### src/rtl/ub_affine_port_ctrl.sv
// Iteration-domain controller for one unified-buffer port.
// Walks a root/row/column loop nest and issues one strobe per iteration,
// spaced II cycles apart, after START_DELAY idle cycles. It also produces the
// registered linear address and the 2x2 parity bank id of the current iteration.
module ub_affine_port_ctrl #(
   parameter int W           = 16,
   parameter int EXT_ROOT    = 1,
   parameter int EXT_ROW     = 64,
   parameter int EXT_COL     = 64,
   parameter int ROW_STRIDE  = 64,
   parameter int START_DELAY = 0,
   parameter int II          = 1
) (
   input  logic         clk,
   input  logic         rst_n,
   input  logic         flush,
   input  logic         start,
   input  logic         stall,
   output logic         en,
   output logic [W-1:0] ctrl_vars [2:0],
   output logic [W-1:0] addr,
   output logic [1:0]   bank,
   output logic         busy,
   output logic         done
);

   typedef enum logic [1:0] {S_IDLE, S_DELAY, S_RUN, S_GAP} state_t;

   localparam logic [W-1:0]  COL_LAST  = W'(EXT_COL - 1);
   localparam logic [W-1:0]  ROW_LAST  = W'(EXT_ROW - 1);
   localparam logic [W-1:0]  ROOT_LAST = W'(EXT_ROOT - 1);
   localparam logic [W-1:0]  STRIDE    = W'(ROW_STRIDE);
   // Terminal values of the delay and gap counters; only reached when the
   // corresponding phase exists (START_DELAY > 0, II > 1).
   localparam logic [31:0]   DLY_LAST  = 32'(START_DELAY - 1);
   localparam logic [31:0]   GAP_LAST  = 32'(II - 2);

   state_t         state_q, state_d;
   logic [W-1:0]   root_q, root_d;
   logic [W-1:0]   row_q, row_d;
   logic [W-1:0]   col_q, col_d;
   logic [31:0]    dly_q, dly_d;
   logic [31:0]    gap_q, gap_d;
   logic           strobe_q, strobe_d;
   logic           busy_q, busy_d;
   logic           done_q, done_d;
   logic [W-1:0]   addr_q, addr_d;
   logic [1:0]     bank_q, bank_d;
   logic           last_iter;

   assign last_iter = (col_q == COL_LAST) && (row_q == ROW_LAST) && (root_q == ROOT_LAST);

   // Next-state logic: flush dominates, stall freezes every counter, an
   // unstalled RUN cycle accepts the current iteration.
   always_comb begin
      state_d = state_q;
      root_d  = root_q;
      row_d   = row_q;
      col_d   = col_q;
      dly_d   = dly_q;
      gap_d   = gap_q;
      busy_d  = busy_q;
      done_d  = 1'b0;
      if (flush) begin
         state_d = S_IDLE;
         root_d  = '0;
         row_d   = '0;
         col_d   = '0;
         dly_d   = '0;
         gap_d   = '0;
         busy_d  = 1'b0;
      end else begin
         case (state_q)
            S_IDLE: begin
               if (start) begin
                  root_d  = '0;
                  row_d   = '0;
                  col_d   = '0;
                  dly_d   = '0;
                  gap_d   = '0;
                  busy_d  = 1'b1;
                  state_d = (START_DELAY > 0) ? S_DELAY : S_RUN;
               end
            end
            S_DELAY: begin
               if (!stall) begin
                  if (dly_q == DLY_LAST) state_d = S_RUN;
                  else                   dly_d   = dly_q + 32'd1;
               end
            end
            S_RUN: begin
               if (!stall) begin
                  if (last_iter) begin
                     // Counters keep the final iteration visible after done.
                     state_d = S_IDLE;
                     busy_d  = 1'b0;
                     done_d  = 1'b1;
                  end else begin
                     if (col_q == COL_LAST) begin
                        col_d = '0;
                        if (row_q == ROW_LAST) begin
                           row_d  = '0;
                           root_d = root_q + 1'b1;
                        end else begin
                           row_d = row_q + 1'b1;
                        end
                     end else begin
                        col_d = col_q + 1'b1;
                     end
                     gap_d   = '0;
                     state_d = (II > 1) ? S_GAP : S_RUN;
                  end
               end
            end
            S_GAP: begin
               if (!stall) begin
                  if (gap_q == GAP_LAST) state_d = S_RUN;
                  else                   gap_d   = gap_q + 32'd1;
               end
            end
            default: state_d = S_IDLE;
         endcase
      end
      strobe_d = (state_d == S_RUN);
      addr_d   = col_d + row_d * STRIDE;
      bank_d   = {row_d[0], col_d[0]};
   end

   // State and output registers with asynchronous active-low reset.
   always_ff @(posedge clk or negedge rst_n) begin
      if (!rst_n) begin
         state_q  <= S_IDLE;
         root_q   <= '0;
         row_q    <= '0;
         col_q    <= '0;
         dly_q    <= '0;
         gap_q    <= '0;
         strobe_q <= 1'b0;
         busy_q   <= 1'b0;
         done_q   <= 1'b0;
         addr_q   <= '0;
         bank_q   <= '0;
      end else begin
         state_q  <= state_d;
         root_q   <= root_d;
         row_q    <= row_d;
         col_q    <= col_d;
         dly_q    <= dly_d;
         gap_q    <= gap_d;
         strobe_q <= strobe_d;
         busy_q   <= busy_d;
         done_q   <= done_d;
         addr_q   <= addr_d;
         bank_q   <= bank_d;
      end
   end

   assign en           = strobe_q & ~stall;
   assign ctrl_vars[0] = root_q;
   assign ctrl_vars[1] = col_q;
   assign ctrl_vars[2] = row_q;
   assign addr         = addr_q;
   assign bank         = bank_q;
   assign busy         = busy_q;
   assign done         = done_q;

endmodule
### config.mk
export PLATFORM = sky130hd
export DESIGN_NAME = ub_affine_port_ctrl
export DESIGN_NICKNAME = d
export VERILOG_FILES = /design/src/rtl/ub_affine_port_ctrl.sv
export SDC_FILE = /design/constraint.sdc
export NUM_CORES = 1
export LEC_CHECK = 0
export CORE_ASPECT_RATIO = 1.1
export CORE_UTILIZATION = 25
export CTS_BUF_LIST = sky130_fd_sc_hd__clkbuf_8
export DETAILED_ROUTE_END_ITERATION = 6
export PLACE_DENSITY = 0.53
export SETUP_SLACK_MARGIN = 0.05
export SLEW_MARGIN = 30
export SYNTH_ARGS = -nofsm -noshare
export SYNTH_HDL_FRONTEND = slang
export SYNTH_SLANG_ARGS = --single-unit
### constraint.sdc
create_clock -name clk -period 4 [get_ports clk]
set_input_delay 1 -clock clk [delete_from_list [all_inputs] [get_ports clk]]
set_output_delay 1 -clock clk [all_outputs]
set_load 0.005 [all_outputs]
==> impl_metrics.py, run 1 <==
metrics = {
    "detailed_routing": {
        "drc": 0,
        "final_antenna_net_count": 0,
        "drt_wl_total_um": 20400,
        "firstDrtPassIters": 6,
        "via_per_inst": 4.95,
        "drt_iter0_drc": 372,
        "vias": 6613,
        "routedWlPerCell_um": 15.3,
    },
    "layout": {
        "finalNetCount": 980,
        "diodes": 0,
        "multi_input_area_um2": 3860,
        "synthToLayoutAreaGrowth_pct": 29.9,
        "drive_gt1_share_pct": 15.7,
        "regArea_um2": 3180,
        "final_core_util_pct": 33.3,
        "finalNonFillerCells": 1335,
        "fin_area_um2": 9370,
        "nFillCells": 2925,
    },
    "timing": {
        "slew_violations": 0,
        "relSlewSlack_pct": 60.1,
        "final-hold-violation-count": 0,
        "setup_viol": 0,
        "max_freq_mhz": 270,
        "rsz0062_at_grt": "no",
        "finalCriticalPeriod_ns": 3.70,
        "hold_ws_ns": 0.480,
        "fin_skew_ns": 0.0134,
        "fin_crit_sh_pct": 92.6,
        "worstMarginPinSlew_ns": 0.593,
        "layout_setup_ws_ns": 0.295,
        "setup_tns_ns": 0,
    },
    "grt": {
        "antenna_found_initial": 0,
        "grt_pass1_wl_um": 33700,
        "grtUsageTotal_pct": 14.2,
        "grt_overflow": 0,
        "grt_pass1_vias": 6430,
        "grt_max_degree": 53,
    },
    "yosys": {
        "synthCells": 820,
        "synthSimpleGateAreaFrac_pct": 26.6,
        "ys_seq_area_share_pct": 44.1,
        "yosysUniqueCellTypes": 66,
        "synth_top_family_by_area": "simple AND/OR/NAND/NOR gates",
        "synth_compound_area_share_pct": 17.4,
        "synth-async-reset-ratio_pct": 100,
        "synth_area_leaders": "dfrtp_1, o21ai_0, nor2_1, nand2_1, xor2_1",
        "syn-cell-area_um2": 7210,
        "synth_fp_nets": 841,
        "synth_seq_cells": 127,
        "yosys.area.top_type": "dfrtp_1",
        "ys_warn_count": 0,
        "synth-edff-count": 0,
        "synthMuxAreaShare_pct": 0.277,
        "syn_avg_cell_area_um2": 8.80,
        "ys.flop_type": "dfrtp_1",
        "synth_xor_area_share_pct": 5.10,
        "synth_top_cell_area_share_pct": 44.1,
        "synth_fa_ha_area_share_pct": 2.88,
    },
    "placement": {
        "place_area_um2": 8880,
        "detailedPlace.worstSlack_ns": -0.316,
        "gp_congestion": 0.848,
        "io_buffers": 73,
        "placed_cells": 1302,
        "hpwl_um": 14500,
    },
    "worst_hold_path": {
        "min_from": "dly_q[30]$_DFFE_PN0P_",
        "hold_class": "flop to flop",
    },
    "run": {
        "maxCapViolCount": 0,
    },
    "critical_path": {
        "crit_chain": "clkdlybuf4s50_1 -> buf_4 -> or3_4 -> nor2_1 -> o21ai_0 -> or2_2 -> inv_1 -> ha_1 -> a21o_1 -> a21oi_2 -> o21ai_0 -> a21oi_1 -> o21ai_1 -> a21o_1 -> a21oi_1 -> xnor2_1",
        "start_kind": "input pin",
        "slowest_delay_ns": 0.40,
        "r2r-start": "row_q[9]$_DFF_PN0_",
        "end_kind": "flop",
        "critPathTopFamily": "compound AO/OA/AOI/OAI gates",
        "reg2reg_slack_ns": 0.31,
        "worstSetupPathType": "input pin to flop",
        "arrival_ns": 4.07,
        "cp_num_buf_inv": 3,
        "cp_slowest_cell": "clkdlybuf4s50_1",
        "crit_start": "stall",
        "crit_path_max_fanout": 5,
        "required_ns": 4.36,
    },
    "clocking": {
        "hold_buffers": 0,
        "clk_path_buf_depth": 2,
        "clk_pin_slew_worst_paths_ns": 0.08,
        "numCtsBuffers": 17,
        "insertion_delay_ns": 0.45,
        "clock_sinks": 127,
        "htreeDepth": 4,
        "cts_tree": "done",
        "cts_root_buf": "clkbuf_8",
    },
    "outcome": {
        "outcome": "finished clean",
    },
    "power_and_ir_drop": {
        "vdd_drop_max_v": 0.000192,
        "leakage_nw": 4.02,
        "p_per_area_nw_per_um2": 284,
        "total_power_mw": 2.66,
    },
    "floorplan": {
        "dieArea_um2": 29500,
        "row_count": 64,
        "start_util_pct": 25.7,
        "die_w_um": 164,
        "io_pins": 74,
        "dieHeight_um": 180,
        "core-area_um2": 28100,
    },
}
-- where the power goes --
part	internal (mW)	switching (mW)
Clock	0.630	0.564
Sequential	1.29	0.00324
Combinational	0.0626	0.113
Total	1.98	0.680
-- layout by cell type, fill, tap and decap left out, drive strengths merged, types with 9 or more instances in the layout --
cell,instances
nand4,27
nand2,71
clkbuf,18
nand3,42
inv,15
and3,26
o21ai,109
nand2b,9
a21oi,38
and4,12
ha,15
a31oi,15
dfrtp,127
o31ai,9
nor2,97
buf,91
clkdlybuf4s50,72
xnor2,18
nor4,13
nor3,17
nor2b,13
xor2,24
-- metal layers --
metal	track usage, %	wire (um)	part of all wire (%)
met3	2.58	688	3.4
met4	4.48	314	1.5
met1	19.7	9880	48
met5	0	0	0
met2	22.0	9520	47
-- state kept, by name, indices dropped and copies added, names as in the netlist --
signal	flops
dly_q	32
gap_q	32
root_q	16
row_q	16
addr	15
col_q	10
state_q	2
bank	1
busy	1
done	1
strobe_q	1
-- path summary, 6_finish.rpt --
check                      depth (start not counted)               endpoint
max reg2reg                                       16     addr[14]$_DFF_PN0_
min                                                1  dly_q[30]$_DFFE_PN0P_
min reg2reg                                        1  dly_q[30]$_DFFE_PN0P_
max in group asynchronous                          2  dly_q[29]$_DFFE_PN0P_
max                                               16     addr[15]$_DFF_PN0_
min in group asynchronous                          1     addr[11]$_DFF_PN0_
-- cells in the mapped netlist, types with 4 or more instances --
| cell | count |
|---|---|
| buf_2 | 5 |
| a21o_1 | 5 |
| nand3_1 | 41 |
| ha_1 | 15 |
| nand4_1 | 27 |
| xnor2_1 | 18 |
| nor2b_1 | 13 |
| dfrtp_1 | 127 |
| o31ai_1 | 9 |
| a21oi_1 | 38 |
| inv_1 | 14 |
| or2_2 | 5 |
| nor3_1 | 15 |
| clkbuf_1 | 27 |
| nor4_1 | 13 |
| a31oi_1 | 15 |
| buf_4 | 9 |
| o21ai_0 | 107 |
| or3_1 | 5 |
| and3_1 | 26 |
| nor3b_1 | 4 |
| and4_1 | 12 |
| a211oi_1 | 5 |
| nor2_1 | 97 |
| xor2_1 | 24 |
| nand2b_1 | 9 |
| nand2_1 | 70 |
| a41oi_1 | 4 |
| and2_1 | 8 |
-- cell type report --
type                    instances  area share [%]
multi-input cells             636            41.2
clock inverters                14            1.76
clock buffers                  18            2.64
repair buffers                163            15.1
well taps                     363            4.85
inverters                      14           0.561
flip-flops and latches        127            33.9
-- cell families (layout without fill, tap and decap cells) --
family | after synthesis | in the layout
DFF | 127 | 127
and+or+nand+nor | 365 | 365
buffers and inverters | 57 | 209
AOI/OAI and AO/OA | 211 | 211
muxes | 2 | 2
xor gates and xnor gates | 42 | 42
adders and majority gates | 16 | 16
-- worst register-to-register path: cells and delay by family, from the launching register on --
family	cells	cell delay, ns
AO/OA/AOI/OAI	7	1.26
XOR/XNOR	1	0.12
adder cells (fa/ha/maj)	2	0.62
buffers and inverters	1	0.05
flip-flops	1	0.42
AND/OR/NAND/NOR	5	1.10
-- repair_timing --
item	CTS	global route
pin swaps	1	1
gates resized for setup	1	16
setup endpoints to repair	1	4
setup buffers	1	0
Note: power is estimated with default switching activity, not from simulation.
==> run 2, diff against run 1 <==
--- a/config.mk
+++ b/config.mk
@@ -5,7 +5,7 @@
 export SDC_FILE = /design/constraint.sdc
 export NUM_CORES = 1
 export LEC_CHECK = 0
-export CORE_ASPECT_RATIO = 1.1
+export CORE_ASPECT_RATIO = 1.25
 export CORE_UTILIZATION = 25
 export CTS_BUF_LIST = sky130_fd_sc_hd__clkbuf_8
 export DETAILED_ROUTE_END_ITERATION = 6
==> impl_metrics.py, run 2 (synthesis results as in run 1) <==
metrics = {
    "outcome": {
        "outcome": "finished clean",
    },
    "detailed_routing": {
        "final_antenna_net_count": 0,
        "vias": 6555,
        "drc": 0,
        "drt_wl_total_um": 20300,
        "via_per_inst": 4.96,
        "drt_iter0_drc": 401,
        "routedWlPerCell_um": 15.4,
        "firstDrtPassIters": 5,
    },
    "clocking": {
        "cts_root_buf": "clkbuf_8",
        "cts_tree": "done",
        "clock_sinks": 127,
        "hold_buffers": 0,
        "numCtsBuffers": 17,
        "clk_path_buf_depth": 2,
        "insertion_delay_ns": 0.46,
        "htreeDepth": 4,
        "clk_pin_slew_worst_paths_ns": 0.08,
    },
    "critical_path": {
        "end_kind": "flop",
        "worstSetupPathType": "input pin to flop",
        "arrival_ns": 4.06,
        "crit_chain": "clkdlybuf4s50_1 -> buf_4 -> or3_4 -> nor2_1 -> o21ai_0 -> or2_2 -> inv_1 -> ha_1 -> a21o_1 -> a21oi_2 -> o21ai_0 -> a21oi_1 -> o21ai_1 -> a21o_1 -> a21oi_2 -> xnor2_1",
        "crit_path_max_fanout": 6,
        "r2r-start": "bank[0]$_DFFE_PN0P_",
        "cp_slowest_cell": "clkdlybuf4s50_1",
        "crit_start": "stall",
        "start_kind": "input pin",
        "critPathTopFamily": "compound AO/OA/AOI/OAI gates",
        "slowest_delay_ns": 0.40,
        "required_ns": 4.38,
        "cp_num_buf_inv": 3,
    },
    "timing": {
        "setup_tns_ns": 0,
        "slew_violations": 0,
        "finalCriticalPeriod_ns": 3.68,
        "fin_skew_ns": 0.0126,
        "setup_viol": 0,
        "layout_setup_ws_ns": 0.322,
        "relSlewSlack_pct": 60.2,
        "rsz0062_at_grt": "no",
        "worstMarginPinSlew_ns": 0.591,
        "max_freq_mhz": 272,
        "fin_crit_sh_pct": 91.9,
        "hold_ws_ns": 0.436,
        "final-hold-violation-count": 0,
    },
    "grt": {
        "grt_pass1_vias": 6402,
        "grt_max_degree": 75,
        "grt_pass1_wl_um": 33700,
        "grt_overflow": 0,
        "antenna_found_initial": 0,
        "grtUsageTotal_pct": 14.4,
    },
    "power_and_ir_drop": {
        "total_power_mw": 2.64,
        "leakage_nw": 4.01,
        "vdd_drop_max_v": 0.000197,
        "p_per_area_nw_per_um2": 283,
    },
    "placement": {
        "gp_congestion": 0.852,
        "detailedPlace.worstSlack_ns": -0.322,
        "hpwl_um": 14600,
        "io_buffers": 73,
        "place_area_um2": 8840,
        "placed_cells": 1290,
    },
    "floorplan": {
        "dieArea_um2": 29500,
        "row_count": 69,
        "dieHeight_um": 192,
        "start_util_pct": 25.4,
        "io_pins": 74,
        "die_w_um": 154,
        "core-area_um2": 28400,
    },
    "layout": {
        "finalNetCount": 975,
        "synthToLayoutAreaGrowth_pct": 29.5,
        "drive_gt1_share_pct": 15.5,
        "final_cell_mix": "dfrtp_1, o21ai_0, nor2_1",
        "final_core_util_pct": 32.9,
        "top_regs": "dly_q (32), gap_q (32)",
        "nFillCells": 2935,
        "diodes": 0,
        "finalNonFillerCells": 1322,
        "fin_area_um2": 9350,
        "final_common_cell": "dfrtp_1",
    },
    "run": {
        "maxCapViolCount": 0,
    },
    "worst_hold_path": {
        "hold_class": "input pin to asynchronous set/reset pin",
    },
}
run 2: changes by cell type in the layout (fill, tap and decap cells not counted), sizes merged:
| cell | delta |
|---|---|
| buf | -5 |
| clkbuf | +1 |
| clkinv | +1 |
| clkinvlp | -3 |
| inv | +1 |
run 2: area by class of cell:
cell class	instances	area [um2]	share of cell area [%]
Inverter	14	52.6	0.562
Timing Repair Buffer	158	1390	14.9
Clock buffer	19	262	2.80
Multi-Input combinational cell	636	3870	41.4
Tap cell	355	444	4.75
Sequential cell	127	3180	34.0
Clock inverter	13	146	1.57
run 2: timing repair:
item                                    in CTS  in global routing
setup buffers                                0                  0
pin swaps                                    0                  2
endpoints found under the setup margin       1                  3
gates resized for setup                      2                 18
run 2: path summary, 6_finish.rpt:
kind | end | slack (ns) | cells after the start
min in group clk | gap_q[26]$_DFFE_PN0P_ | 0.47 | 1
max in group asynchronous | gap_q[20]$_DFFE_PN0P_ | 2.82 | 2
worst max-delay path | addr[15]$_DFF_PN0_ | 0.32 | 16
worst max register to register | addr[14]$_DFF_PN0_ | 0.34 | 18
worst min-delay path | addr[13]$_DFF_PN0_ | 0.44 | 1
worst min register to register | gap_q[26]$_DFFE_PN0P_ | 0.47 | 1
run 2: metal layers:
| layer | up-vias | GRT usage (%) | share of wire (%) |
|---|---|---|---|
| met5 | - | 0 | 0 |
| li1 | 3241 | - | - |
| met3 | 31 | 2.59 | 2.8 |
| met1 | 3177 | 17.9 | 46 |
| met4 | 0 | 6.00 | 2.3 |
| met2 | 106 | 24.4 | 49 |
run 2: where the power goes:
part | internal, mW | switching (mW) | total (mW)
combinational | 0.0585 | 0.111 | 0.169
clock | 0.639 | 0.540 | 1.18
sequential | 1.29 | 0.00410 | 1.29
total | 1.99 | 0.655 | 2.64
